**src/rtl/dcache_wt.sv**
```systemverilog
// Direct-mapped, write-through, no-write-allocate data cache with one word per line.
// Read hits answer combinationally. Read misses and all stores stall the CPU until the RAM acks.
module dcache_wt #(
  parameter int INDEX_WIDTH = 3,
  parameter int TAG_WIDTH   = 32 - INDEX_WIDTH
) (
  input  logic        clk,
  input  logic        rst,
  input  logic        cpu_req,
  input  logic        cpu_we,
  input  logic [31:0] cpu_addr,
  input  logic [31:0] cpu_din,
  output logic [31:0] cpu_dout,
  output logic        cpu_stall,
  output logic        mem_cs,
  output logic        mem_we,
  output logic [31:0] mem_addr,
  output logic [31:0] mem_din,
  input  logic [31:0] mem_dout,
  input  logic        mem_stall
);
  // state | meaning
  // IDLE  | no RAM transaction open; hits are served in the same cycle
  // FILL  | read miss open at the RAM; the line is written when the RAM completes
  // WRITE | store open at the RAM; a resident line is updated when the RAM completes
  typedef enum logic [1:0] {S_IDLE, S_FILL, S_WRITE} state_t;
  localparam int LINES = 1 << INDEX_WIDTH;

  state_t                 r_state;
  state_t                 w_next;
  logic                   r_first;
  logic [LINES-1:0]       r_valid;
  logic [TAG_WIDTH-1:0]   r_tag  [LINES];
  logic [31:0]            r_data [LINES];
  logic                   r_mem_cs;
  logic                   r_mem_we;
  logic [31:0]            r_mem_addr;
  logic [31:0]            r_mem_din;

  logic [INDEX_WIDTH-1:0] w_index;
  logic [TAG_WIDTH-1:0]   w_tag;
  logic                   w_hit;
  logic                   w_done;
  logic                   w_issue;

  assign w_index = cpu_addr[INDEX_WIDTH-1:0];
  assign w_tag   = cpu_addr[31:INDEX_WIDTH];
  assign w_hit   = r_valid[w_index] && (r_tag[w_index] == w_tag);
  // The first cycle after issue carries a stale ack for the previous address.
  assign w_done  = (r_state != S_IDLE) && !r_first && !mem_stall;
  assign w_issue = (r_state == S_IDLE) && cpu_req && (cpu_we || !w_hit);

  assign mem_cs   = r_mem_cs;
  assign mem_we   = r_mem_we;
  assign mem_addr = r_mem_addr;
  assign mem_din  = r_mem_din;

  always_ff @(posedge clk) begin
    if (rst) r_state <= S_IDLE;
    else     r_state <= w_next;
  end

  always_comb begin
    w_next = r_state;
    case (r_state)
      S_IDLE:  if (w_issue) w_next = cpu_we ? S_WRITE : S_FILL;
      S_FILL,
      S_WRITE: if (w_done) w_next = S_IDLE;
      default: w_next = S_IDLE;
    endcase
  end

  always_comb begin
    cpu_stall = cpu_req && !(((r_state == S_IDLE) && !cpu_we && w_hit) || w_done);
    cpu_dout  = ((r_state == S_FILL) && w_done) ? mem_dout : r_data[w_index];
  end

  always_ff @(posedge clk) begin
    if (rst) begin
      r_valid    <= '0;
      r_first    <= 1'b0;
      r_mem_cs   <= 1'b0;
      r_mem_we   <= 1'b0;
      r_mem_addr <= '0;
      r_mem_din  <= '0;
    end else begin
      r_first <= w_issue;
      if (w_issue) begin
        r_mem_cs   <= 1'b1;
        r_mem_we   <= cpu_we;
        r_mem_addr <= cpu_addr;
        if (cpu_we) r_mem_din <= cpu_din;
      end else if (w_done) begin
        r_mem_cs <= 1'b0;
        r_mem_we <= 1'b0;
      end
      if (w_done && (r_state == S_FILL)) r_valid[w_index] <= 1'b1;
    end
  end

  // Tag and data need no reset; valid gates every use of them.
  always_ff @(posedge clk) begin
    if (!rst && w_done) begin
      if (r_state == S_FILL) begin
        r_tag[w_index]  <= w_tag;
        r_data[w_index] <= mem_dout;
      end else if ((r_state == S_WRITE) && w_hit) begin
        r_data[w_index] <= r_mem_din;
      end
    end
  end
endmodule
```
**config.mk**
```make
export PLATFORM = sky130hd
export DESIGN_NAME = dcache_wt
export DESIGN_NICKNAME = d
export VERILOG_FILES = /design/src/rtl/dcache_wt.sv
export SDC_FILE = /design/constraint.sdc
export NUM_CORES = 1
export LEC_CHECK = 0
export BUFFER_PORTS_ARGS = -buffer_cell sky130_fd_sc_hd__buf_2
export CAP_MARGIN = 0
export CORE_ASPECT_RATIO = 1.75
export CORE_UTILIZATION = 54
export CTS_CLUSTER_SIZE = 8
export DETAILED_ROUTE_END_ITERATION = 12
export PLACE_DENSITY_LB_ADDON = 0.3
export SYNTH_ARGS = -nofsm -noshare
export SYNTH_HDL_FRONTEND = slang
export SYNTH_SLANG_ARGS = --single-unit
```
**constraint.sdc**
```tcl
create_clock -name clk -period 4.88 [get_ports clk]
set_input_delay 0.976 -clock clk [delete_from_list [all_inputs] [get_ports clk]]
set_output_delay 0.976 -clock clk [all_outputs]
set_load 0.005 [all_outputs]
```
* Word level (Yosys, flattened, before mapping) *
Memory sizes are Yosys's and may differ from the RTL's.
Index checks and enable logic that the tools add are counted.

word-level totals
  input bits = 101
  output and inout port bits = 99
  bits in latches = 0
  memories kept = 2
  logic and storage cells = 64
  flip-flop bits (word level) = 77
  bits in writable memories = 488
  bits in read-only memories = 0

memory list
  memory  words  width  read ports  clocked after memory_dff  write ports  RTL line  source
  r_data  8      32     1           0                         1            34        logic [31:0] r_data [LINES];
  r_tag   8      29     1           0                         1            33        logic [TAG_WIDTH-1:0] r_tag [LINES];

cells by class
  $lt $le $gt $ge = 2
  eq/ne operators = 5
  add/sub/neg operators = 0
  muxes and demuxes = 20
  reduce and logical (&&, ||, !) cells = 26
  bitwise gates (word level) = 2
  shift operators = 0
  multipliers = 0
  divide/modulo/power cells = 0

operators by type and width
  operator                                                           count
  2-to-1 mux 32 bit                                                  2
  equality test 29 bit                                               1
  logical AND 1 bit                                                  12
  2-to-1 mux 1 bit                                                   12
  bitwise OR 8 bit                                                   1
  zero test 1 bit                                                    6
  2-to-1 mux 2 bit                                                   3
  less-than comparator 3 x 4 -> 1 bit, second input constant         1
  inequality test 2 bit, second input constant                       2
  one-hot mux 2 bit (2 select lines)                                 1
  AND reduction 2 bit                                                2
  nonzero test 2 bit                                                 2
  binary-select mux 1 bit (select 3 bit)                             1
  demux 1 bit (select 3 bit)                                         1
  greater-or-equal comparator 3 x 1 -> 1 bit, second input constant  1
  equality test 2 x 1 -> 1 bit, second input constant                1
  equality test 2 bit, second input constant                         1
  zero test 2 bit                                                    1
  logical OR 1 bit                                                   2
  OR reduction 2 bit                                                 1
  bitwise OR 1 bit                                                   1

* Longest topological paths before layout *
Gate-level depths: netlist of the first run.

  depth in word-level cells = 9
  gate-level depth with buffers = 13
  depth with buffers taken out = 8

* Worst setup path before layout of the first run *
OpenSTA, ideal clock, no wires.

  kind = input-to-reg
  start point = input cpu_addr[1]
  end point = memory r_tag[0][0] (netlist bit), enable pin
  library setup time = 454 ps
  arrival time = 4285 ps
  cell stages on the path = 7
  buffers on the path = 6
  slack = 141 ps
  data required time = 4426 ps
  cells stage by stage = buf_4 > buf_6 > buf_4 > buf_1 > clkbuf_1 > clkbuf_1 > nor3_1

RTL lines
  what                RTL line  source
  start: declaration  11        input logic [31:0] cpu_addr,
  end: declaration    33

No word-level cell before the write port.

* Final worst setup path of the first run *
  start point = input cpu_addr[1]
  end point = output cpu_stall

on the way
  longest elaborated chain between the ends = 7
  elaborated cells on any way between the ends = 9
  those cells by class = 1 x eq/ne; 2 x mux; 5 x reduce/logical; 1 x memory

RTL lines
  what                                                                                       RTL line  source
  memory read (8 x 29 bit) / binary-select mux 1 bit (select 3 bit) (equally long branches)  -
  equality test 29 bit / 2-to-1 mux 1 bit (equally long branches)                            48        assign w_hit = r_valid[w_index] && (r_tag[w_index] == w_tag);
  logical AND 1 bit (*)                                                                      48
  logical AND 1 bit (*)                                                                      74        cpu_stall = cpu_req && !(((r_state == S_IDLE) && !cpu_we && w_hit) || w_done);
  logical OR 1 bit (*)                                                                       74
  zero test 1 bit (*)                                                                        74
  logical AND 1 bit (*)                                                                      74
  end: declaration                                                                           14        output logic cpu_stall,

Mark *: on every way between the ends. The rest lies on a longest branch, timed or not. The select of a mux whose other input is x is not followed.

==> metrics.txt, run 1 <==
fraction of the mapped netlist area in simple logic gates=7.79%; Fmax=0.206 GHz; Startpoint Class=input port; # IOs=200; Compound-Gate Fraction of Synth Area=8.67%; critical path fanouts, max=24; CP Data Required Time=3.90 ns; fin worst setup slack=0.0292 ns; most used cell, CP=buf_6; worst-path cell chain=buf_6 -> buf_6 -> mux4_2 -> mux2i_1 -> xor2_2 -> o21ai_0 -> nor4_2 -> nand4_2 -> buf_12 -> nor2_1 -> a21oi_1 -> buf_2; xor-xnor portion of the synthesized cell area=0.685%; Pwr Density=408 nW/um^2; synthesized instance count=1524; Final Skew=0.0273 ns; Routability Congestion=0.772; Finished Core Util=65.6%; most common library cells after synthesis=488 x edfxtp_1, 110 x nand2_1, 88 x mux2i_1, 85 x a21oi_1, 77 x dfxtp_1; cell area after synthesis=23000 sq um; WL/cell=24.6 um; synthesized area per cell=15.1 sq um; post-synth top area share=63.7%; Synth Area in Adders=0.163%; Initial DRC Count=1446; H-tree depth=3; mux contribution to synthesized area=9.95%; die height=275 um; Mapped Nets=1628; Placed Area=25100 sq um; Reg clk slew, reported paths=0.05 ns; area of the core=41900 sq um; WP data arrival=3.87 ns; worst-case clock buffer depth=3; main combinational cell family by area after synthesis=multiplexers; gr ovfl total=0; Avg Vias per Cell=6.21; Final TNS setup=0 ns; drt drc=0; fin area=27500 sq um; Clk Latency, worst-skew pair=0.60 ns; DP HPWL=37000 um; GR Util All Layers=27.5%; Sink Count=565; final period utilization=99.4%; Setup WS pre-CTS=-0.340 ns; Rows=99; final WL=59100 um; Initial Util=54.9%; Lkg Pwr=9.81 nW; cell taking the most area after synthesis=edfxtp_1; CTS tree=done; 1st-pass router iterations=5; Synth Flop Type=edfxtp_1; RSZ-0062 raised after global routing=no; number of antenna violations at the first check in global routing=1; count leader, synth=edfxtp_1; slowest CP cell=nor4_2; Hold Path Class=reg2reg; vias in the first global route=15000; via count=14900; Final setup violation count=0; first-pass GRT wire length=87000 um; sequential share of the synthesized area=70.4%; synth warn=0; total die area=43500 sq um; Slew @ Worst Pin=1.29 ns; Setup CP Type=in2out; die width=158 um; Cell Count, Final, Fillers Out=2404; Routed Antenna Nets=0; Area Growth Syn to Fin=19.5%; share of layout cells above drive strength 1=24.5%; # placed instances=2253; Yosys cell types=50; Slew Limit Fails=0; minimum clock period after layout=4.85 ns; FF+latch count, synth=565; largest net degree at the start of global routing=74; Final Hold Fails=0; outcome=complete, no violations; Slew Limit Headroom=13.5%; nets=1884; Max stage delay on crit path=0.48 ns; synth top area cells=edfxtp_1 64%, dfxtp_1 6.7%, mux2i_1 3.8%; max-cap viol count=0; Post-synth EDFFs=488; Peak VDD IR=0.353 mV; type of destination of the critical path=output pin; CTS Buf Count=80; root buffer cell=clkbuf_16; Port Buffer Count=199; Post-synth ARST share=0%
flip-flops by register name, summed over array words and instances, names as in the netlist:
register,flops
r_first,1
r_data,256
mem_addr,32
mem_cs,1
r_state,2
r_tag,232
r_valid,8
mem_we,1
mem_din,32
critical path, delay by kind of cell:
| family | cells | cell delay, ns |
|---|---|---|
| AND/OR/NAND/NOR | 3 | 0.80 |
| AO/OA/AOI/OAI | 2 | 0.36 |
| XOR/XNOR | 1 | 0.29 |
| multiplexers | 2 | 0.57 |
| buffers and inverters | 4 | 0.85 |
what timing repair did:
| action | CTS | global route |
|---|---|---|
| resized for setup | 6 | 0 |
| setup endpoints to repair | 1 | 0 |
| buffers inserted | 0 | 0 |
| hold buffers | 0 | 0 |
cell type report:
| type | instances | area, sq um |
|---|---|---|
| antenna | 2 | 5.00 |
| clock buffer | 143 | 2280 |
| clock inverter | 6 | 78.8 |
| fill | 3033 | 14400 |
| inverter | 4 | 15.0 |
| multi-input combinational | 840 | 6320 |
| sequential | 565 | 16200 |
| tap | 555 | 694 |
| timing repair buffer | 289 | 1880 |
cell usage in the layout, fill, tap and decap left out, types with 6 or more instances in the layout:
| master | synthesis | layout |
|---|---|---|
| o22ai_1 | 7 | 7 |
| nor3_2 | 0 | 6 |
| mux4_2 | 32 | 32 |
| dfxtp_1 | 77 | 77 |
| nand2_1 | 110 | 108 |
| a211oi_1 | 8 | 8 |
| nor3_1 | 41 | 35 |
| a221oi_1 | 47 | 47 |
| a22oi_1 | 35 | 35 |
| mux2_2 | 28 | 28 |
| a22o_1 | 25 | 25 |
| nor2_1 | 62 | 62 |
| mux2_1 | 33 | 33 |
| nand4_1 | 33 | 33 |
| nand3_1 | 36 | 36 |
| buf_2 | 14 | 196 |
| buf_4 | 9 | 75 |
| nor2b_1 | 6 | 6 |
| a31oi_1 | 45 | 45 |
| a21oi_1 | 85 | 85 |
| mux2i_1 | 88 | 88 |
| edfxtp_1 | 488 | 488 |
| xor2_1 | 18 | 17 |
| clkbuf_1 | 73 | 61 |
| o21ai_0 | 6 | 6 |
| or4b_1 | 32 | 32 |
| and2_1 | 6 | 6 |
| and3_1 | 9 | 9 |
| buf_12 | 0 | 15 |
| a21o_1 | 9 | 9 |
| clkbuf_16 | 0 | 82 |
| o21a_1 | 8 | 8 |
metal layers:
layer / part of all wire (%) / track usage, % / vias to the layer above / routed length, um
met1: 36 / 30.6 / 7546 / 21300
met5: 0 / 0 / - / 0
met4: 3.9 / 12.9 / 0 / 2310
li1: - / - / 6592 / -
met2: 55 / 50.9 / 631 / 32300
met3: 5.3 / 4.19 / 161 / 3160
final timing paths:
path / slack [ns] / startpoint / cells after the start / endpoint
max reg2reg: 0.99 / r_tag[7][19]$_DFFE_PP_ / 11 / r_data[3][10]$_DFFE_PP_
max: 0.03 / cpu_addr[1] / 12 / cpu_stall
min reg2reg: 0.45 / r_valid[1]$_SDFFE_PP0P_ / 1 / r_valid[1]$_SDFFE_PP0P_
min: 0.45 / r_valid[1]$_SDFFE_PP0P_ / 1 / r_valid[1]$_SDFFE_PP0P_
cell families (layout without fill, tap and decap cells):
group,after synthesis,count (layout)
buf+inv,119,442
xor+xnor,18,18
other cells,0,2
flops,565,565
mux,181,181
simple gates,348,348
compound gates,290,290
fa+ha+maj,3,3
stage by stage:
stage,hold WS (ns),power [W]
after global routing,0.464,0.0115
after CTS,0.450,0.0113
after detailed placement,0.439,0.00615
after floorplan,0.426,0.00583
after global placement,0.433,0.00614
final,0.451,0.0112
report_power, final:
group | internal [W] | switching, W
sequential | 0.00530 | 0.0000373
clock | 0.00315 | 0.00199
combinational | 0.000283 | 0.000449
(Power assumes the default switching activity.)
==> run 2: changes to the inputs <==
==> constraint.sdc (replaced) <==
create_clock -name clk -period 4.88 [get_ports clk]
set_input_delay 0.732 -clock clk [delete_from_list [all_inputs] [get_ports clk]]
set_output_delay 0.732 -clock clk [all_outputs]
set_load 0.005 [all_outputs]
==> metrics.txt, run 2 (synthesized netlist as in run 1, its figures left out) <==
Startpoint Class=input port (unchanged); die width=158 um (unchanged); Avg Vias per Cell=6.27 (was 6.21); Largest regs=r_data x256, r_tag x232 (unchanged); fin area=27400 sq um (was 27500 sq um); Crit. Startpoint=cpu_addr[0] (was cpu_addr[1]); max-cap viol count=0 (unchanged); crit path to=cpu_stall (unchanged); Final TNS setup=0 ns (unchanged); gr ovfl total=0 (unchanged); final period utilization=92.2% (was 99.4%); Initial Util=54.9% (unchanged); number of antenna violations at the first check in global routing=2 (was 1); # IOs=200 (unchanged); commonest non-fill, non-tap cell in the layout=edfxtp_1 (unchanged); postcts setup bufs=0 (unchanged); CP Data Required Time=4.15 ns (was 3.90 ns); type of destination of the critical path=output pin (unchanged); vias in the first global route=15400 (was 15000); slack of the worst reg-to-reg path=1.38 ns (was 0.99 ns); Initial DRC Count=1357 (was 1446); Placed Area=25000 sq um (was 25100 sq um); Lkg Pwr=9.76 nW (was 9.81 nW); Final Hold Fails=0 (unchanged); via count=15000 (was 14900); 1st-pass router iterations=8 (was 5); Setup CP Type=in2out (unchanged); Sink Count=565 (unchanged); share of layout cells above drive strength 1=23.9% (was 24.5%); final WL=59600 um (was 59100 um); Peak VDD IR=0.389 mV (was 0.353 mV); number of flip-flops in the largest register=256 (unchanged); Final setup violation count=0 (unchanged); Rows=99 (unchanged); Slew @ Worst Pin=1.12 ns (was 1.29 ns); CTS Hold Bufs=0 (unchanged); Port Buffer Count=199 (unchanged); H-tree depth=3 (unchanged); most frequent cells in the layout=488 x edfxtp_1, 196 x buf_2, 108 x nand2_1, 88 x mux2i_1, 85 x a21oi_1 (unchanged); critical path fanouts, max=48 (was 24); minimum clock period after layout=4.50 ns (was 4.85 ns); reg2reg end=r_data[3][23]$_DFFE_PP_ (was r_data[3][10]$_DFFE_PP_); CTS Buf Count=80 (unchanged); drt drc=0 (unchanged); first-pass GRT wire length=89300 um (was 87000 um); Hold Path Class=in2reg (was reg2reg); Resized Gates After CTS=0 (was 6); Fmax=0.222 GHz (was 0.206 GHz); Final Skew=0.0266 ns (was 0.0273 ns); Slew Limit Fails=0 (unchanged); worst-case clock buffer depth=3 (unchanged); WP data arrival=3.77 ns (was 3.87 ns); fin worst setup slack=0.380 ns (was 0.0292 ns); Setup WS pre-CTS=0.387 ns (was -0.340 ns); GR Util All Layers=28.0% (was 27.5%); total die area=43500 sq um (unchanged); outcome=complete, no violations (unchanged); RSZ-0062 raised after global routing=no (unchanged); Slew Limit Headroom=24.8% (was 13.5%); DP HPWL=37100 um (was 37000 um); Pwr Density=409 nW/um^2 (was 408 nW/um^2); Reg with most FFs=r_data (unchanged); Routed Antenna Nets=0 (unchanged); Fin Hold WS=0.369 ns (was 0.451 ns); nets=1873 (was 1884); largest net degree at the start of global routing=84 (was 74); die height=275 um (unchanged); # fillers=2977 (was 3033); CTS tree=done (unchanged); Clk Latency, worst-skew pair=0.60 ns (about the same); area of the core=41900 sq um (unchanged); r2r startpoint=r_tag[5][3]$_DFFE_PP_ (was r_tag[7][19]$_DFFE_PP_); Reg clk slew, reported paths=0.05 ns (about the same); Routability Congestion=0.819 (was 0.772); root buffer cell=clkbuf_16 (unchanged); cell depth of the worst flop-to-flop path=10 (was 11); Area Growth Syn to Fin=19.0% (was 19.5%); WL/cell=25.0 um (was 24.6 um)
==> run 2: worst min path at each step <==
stage	slack (ns)	to	cells past startpoint	from
floorplan	0.43	r_valid[1]$_SDFFE_PP0P_	1	r_valid[1]$_SDFFE_PP0P_
global placement	0.43	r_valid[4]$_SDFFE_PP0P_	1	r_valid[4]$_SDFFE_PP0P_
detailed placement	0.44	r_valid[1]$_SDFFE_PP0P_	1	r_valid[1]$_SDFFE_PP0P_
CTS	0.35	mem_din[30]$_SDFFE_PP0P_	3	cpu_din[30]
global route	0.38	mem_din[21]$_SDFFE_PP0P_	3	cpu_din[21]
finish	0.37	mem_din[28]$_SDFFE_PP0P_	3	cpu_din[28]
==> run 2: where the power goes <==
part	internal, W	switching, W
sequential	0.00530	0.0000404
combinational	0.000277	0.000449
clock	0.00315	0.00199
total	0.00872	0.00248
==> run 2: routing by layer <==
layer	GRT usage, %	part of all wire (%)
met5	0	0.022
met4	15.4	4.6
met3	3.86	5.8
met2	51.5	54
met1	30.7	35
==> run 2: critical path, stage by stage <==
cell and delay (ns):
buf_6 0.44, buf_4 0.33, mux4_2 0.54, mux2i_1 0.20, xor2_1 0.18, nand2_1 0.07
nor4_1 0.36, nand4_2 0.22, buf_4 0.23, nor2_1 0.15, a21oi_1 0.09, buf_2 0.14
==> run 2: layout make-up <==
cell class | count | area (sq um) | area share (%)
Sequential cell | 565 | 16200 | 59.2
Multi-Input combinational cell | 840 | 6300 | 23.0
Clock buffer | 141 | 2270 | 8.30
Timing Repair Buffer | 278 | 1810 | 6.62
Tap cell | 555 | 694 | 2.54
Clock inverter | 6 | 78.8 | 0.288
Inverter | 4 | 15.0 | 0.0548
Antenna cell | 1 | 2.50 | 0.00914
==> run 2: metrics by stage <==
stage | util [%] | total power (W) | std cells
3_5_place_dp | 59.8 | 0.00615 | 2242
4_1_cts | 65.4 | 0.0112 | 2389
5_1_grt | 65.4 | 0.0115 | 2390
2_1_floorplan | - | 0.00583 | 1524
6_report | 65.4 | 0.0112 | 2390
3_3_place_gp | 59.8 | 0.00613 | 2242
==> run 3: changes to the inputs <==
Settings changed: CELL_PAD_IN_SITES_DETAIL_PLACEMENT from default to 0, CELL_PAD_IN_SITES_GLOBAL_PLACEMENT from default to 1, CORE_UTILIZATION 54 to 45.
==> metrics.txt, run 3 (synthesized netlist as in run 1, its figures left out) <==
outcome=complete, no violations (unchanged); largest net degree at the start of global routing=75 (was 84); met3 track demand over resource=3.48% (was 3.86%); Startpoint Class=input port (unchanged); CP Data Required Time=4.15 ns (about the same); fin area=27600 sq um (was 27400 sq um); worst-path cell chain=buf_6 -> buf_12 -> mux4_2 -> mux2i_1 -> xor2_1 -> o21ai_0 -> nor4_1 -> nand4_2 -> buf_4 -> nor2_1 -> a21oi_1 -> buf_2 (was buf_6 -> buf_4 -> mux4_2 -> mux2i_1 -> xor2_1 -> nand2_1 -> nor4_1 -> nand4_2 -> buf_4 -> nor2_1 -> a21oi_1 -> buf_2); Final Hold Fails=0 (unchanged); CTS Buf Count=80 (unchanged); 1st-pass router iterations=5 (was 8); met2 Usage GRT=45.5% (was 51.5%); Global Route met1 Usage=25.0% (was 30.7%); Port Buffer Count=199 (unchanged); slowest CP cell=mux4_2 (unchanged); Initial Util=45.6% (was 54.9%); FF/Latch Area=16200 sq um (unchanged); final period utilization=92.6% (was 92.2%); die width=173 um (was 158 um); Max stage delay on crit path=0.53 ns (was 0.54 ns); CTS tree=done (unchanged); Antenna diodes=0 (was 1); Avg Vias per Cell=5.79 (was 6.27); final WL=61300 um (was 59600 um); Final Skew=0.0304 ns (was 0.0266 ns); Slew @ Worst Pin=0.925 ns (was 1.12 ns); type of destination of the critical path=output pin (unchanged); Slew Limit Fails=0 (unchanged); Final TNS setup=0 ns (unchanged); commonest non-fill, non-tap cell in the layout=edfxtp_1 (unchanged); vias in the first global route=15200 (was 15400); Reg clk slew, reported paths=0.05 ns (about the same); Cell Count, Final, Fillers Out=2510 (was 2390); GR Util All Layers=23.6% (was 28.0%); root buffer cell=clkbuf_16 (unchanged); max-cap viol count=0 (unchanged); Rows=109 (was 99); die height=301 um (was 275 um); Fin Hold WS=0.356 ns (was 0.369 ns); gr ovfl total=0 (unchanged); Fmax=0.221 GHz (was 0.222 GHz); via count=14500 (was 15000); postcts setup bufs=0 (unchanged); # fillers=4192 (was 2977); Sink Count=565 (unchanged); Hold Path Class=in2reg (unchanged); DP HPWL=39900 um (was 37100 um); drt drc=0 (unchanged); share of layout cells above drive strength 1=24.8% (was 23.9%); Largest regs=r_data x256, r_tag x232 (unchanged); Setup WS pre-CTS=0.246 ns (was 0.387 ns); # IOs=200 (unchanged); Final setup violation count=0 (unchanged); WL/cell=24.4 um (was 25.0 um); WP data arrival=3.79 ns (was 3.77 ns); Peak VDD IR=0.295 mV (was 0.389 mV); Multi-input gate area=6310 sq um (was 6300 sq um); most frequent cells in the layout=488 x edfxtp_1, 195 x buf_2, 108 x nand2_1, 88 x mux2i_1, 85 x a21oi_1 (was 488 x edfxtp_1, 196 x buf_2, 108 x nand2_1, 88 x mux2i_1, 85 x a21oi_1); critical path fanouts, max=39 (was 48); Pwr Density=403 nW/um^2 (was 409 nW/um^2); CTS Hold Bufs=0 (unchanged); H-tree depth=3 (unchanged); Resized Gates After CTS=0 (unchanged); Routed Antenna Nets=0 (unchanged); busiest metal layer after global routing=met2 (unchanged); Area Growth Syn to Fin=20.2% (was 19.0%); number of antenna violations at the first check in global routing=2 (unchanged); worst-case clock buffer depth=3 (unchanged); cell depth of the worst flop-to-flop path=10 (unchanged); area of the core=50500 sq um (was 41900 sq um); Initial DRC Count=992 (was 1357); # placed instances=2371 (was 2242); Clk Latency, worst-skew pair=0.61 ns (was 0.60 ns); total die area=52100 sq um (was 43500 sq um); Lkg Pwr=9.84 nW (was 9.76 nW); Routability Congestion=0.808 (was 0.819); RSZ-0062 raised after global routing=no (unchanged); fin worst setup slack=0.359 ns (was 0.380 ns); nets=1891 (was 1873); Worst Hold Depth=3 (unchanged); Placed Area=25300 sq um (was 25000 sq um); Setup CP Type=in2out (unchanged); minimum clock period after layout=4.52 ns (was 4.50 ns); first-pass GRT wire length=91200 um (was 89300 um); number of flip-flops in the largest register=256 (unchanged); Slew Limit Headroom=38.1% (was 24.8%); Reg with most FFs=r_data (unchanged)
[run 3: cell count changes in the layout (fill, tap and decap cells not counted), moves of 2 or more]
cell       previous run  this run
clkinv_8              1         3
buf_4                64        82
clkbuf_1             59        51
clkbuf_16            82        80
[run 3: area by class of cell]
class                   count  share of cell area [%]
repair buffers            296                    7.10
multi-input cells         840                    22.8
flip-flops and latches    565                    58.6
inverters                   4                  0.0543
clock buffers             131                    7.94
well taps                 666                    3.01
clock inverters             8                   0.480
[run 3: critical path: cells and delay by family]
| family | cells | cell delay [ns] |
|---|---|---|
| buf+inv | 4 | 1.08 |
| mux | 2 | 0.74 |
| xor+xnor | 1 | 0.17 |
| simple gates | 3 | 0.83 |
| compound gates | 2 | 0.19 |
[run 3: power breakdown]
group          internal, W  switching, W  total, W
Sequential         0.00530     0.0000373   0.00534
Clock              0.00307       0.00199   0.00506
Combinational     0.000287      0.000453  0.000740
[run 3: routing by layer]
| metal | share of wire (%) | routed length (um) |
|---|---|---|
| met4 | 4.0 | 2450 |
| met1 | 36 | 22100 |
| met2 | 55 | 33700 |
| met3 | 5.0 | 3060 |
| met5 | 0 | 0 |
[run 3: final timing paths]
path,startpoint,to,slack (ns)
min,cpu_din[7],mem_din[7]$_SDFFE_PP0P_,0.36
min reg2reg,r_valid[1]$_SDFFE_PP0P_,r_valid[1]$_SDFFE_PP0P_,0.45
max,cpu_addr[0],cpu_stall,0.36
max reg2reg,r_tag[7][19]$_DFFE_PP_,r_data[5][18]$_DFFE_PP_,1.32
[run 3: through the flow]
stage	util (%)	power, W
detailed placement	50.2	0.00618
floorplan	-	0.00583
finish	54.8	0.0111
global route	54.8	0.0115
global placement	50.2	0.00617
CTS	54.8	0.0112
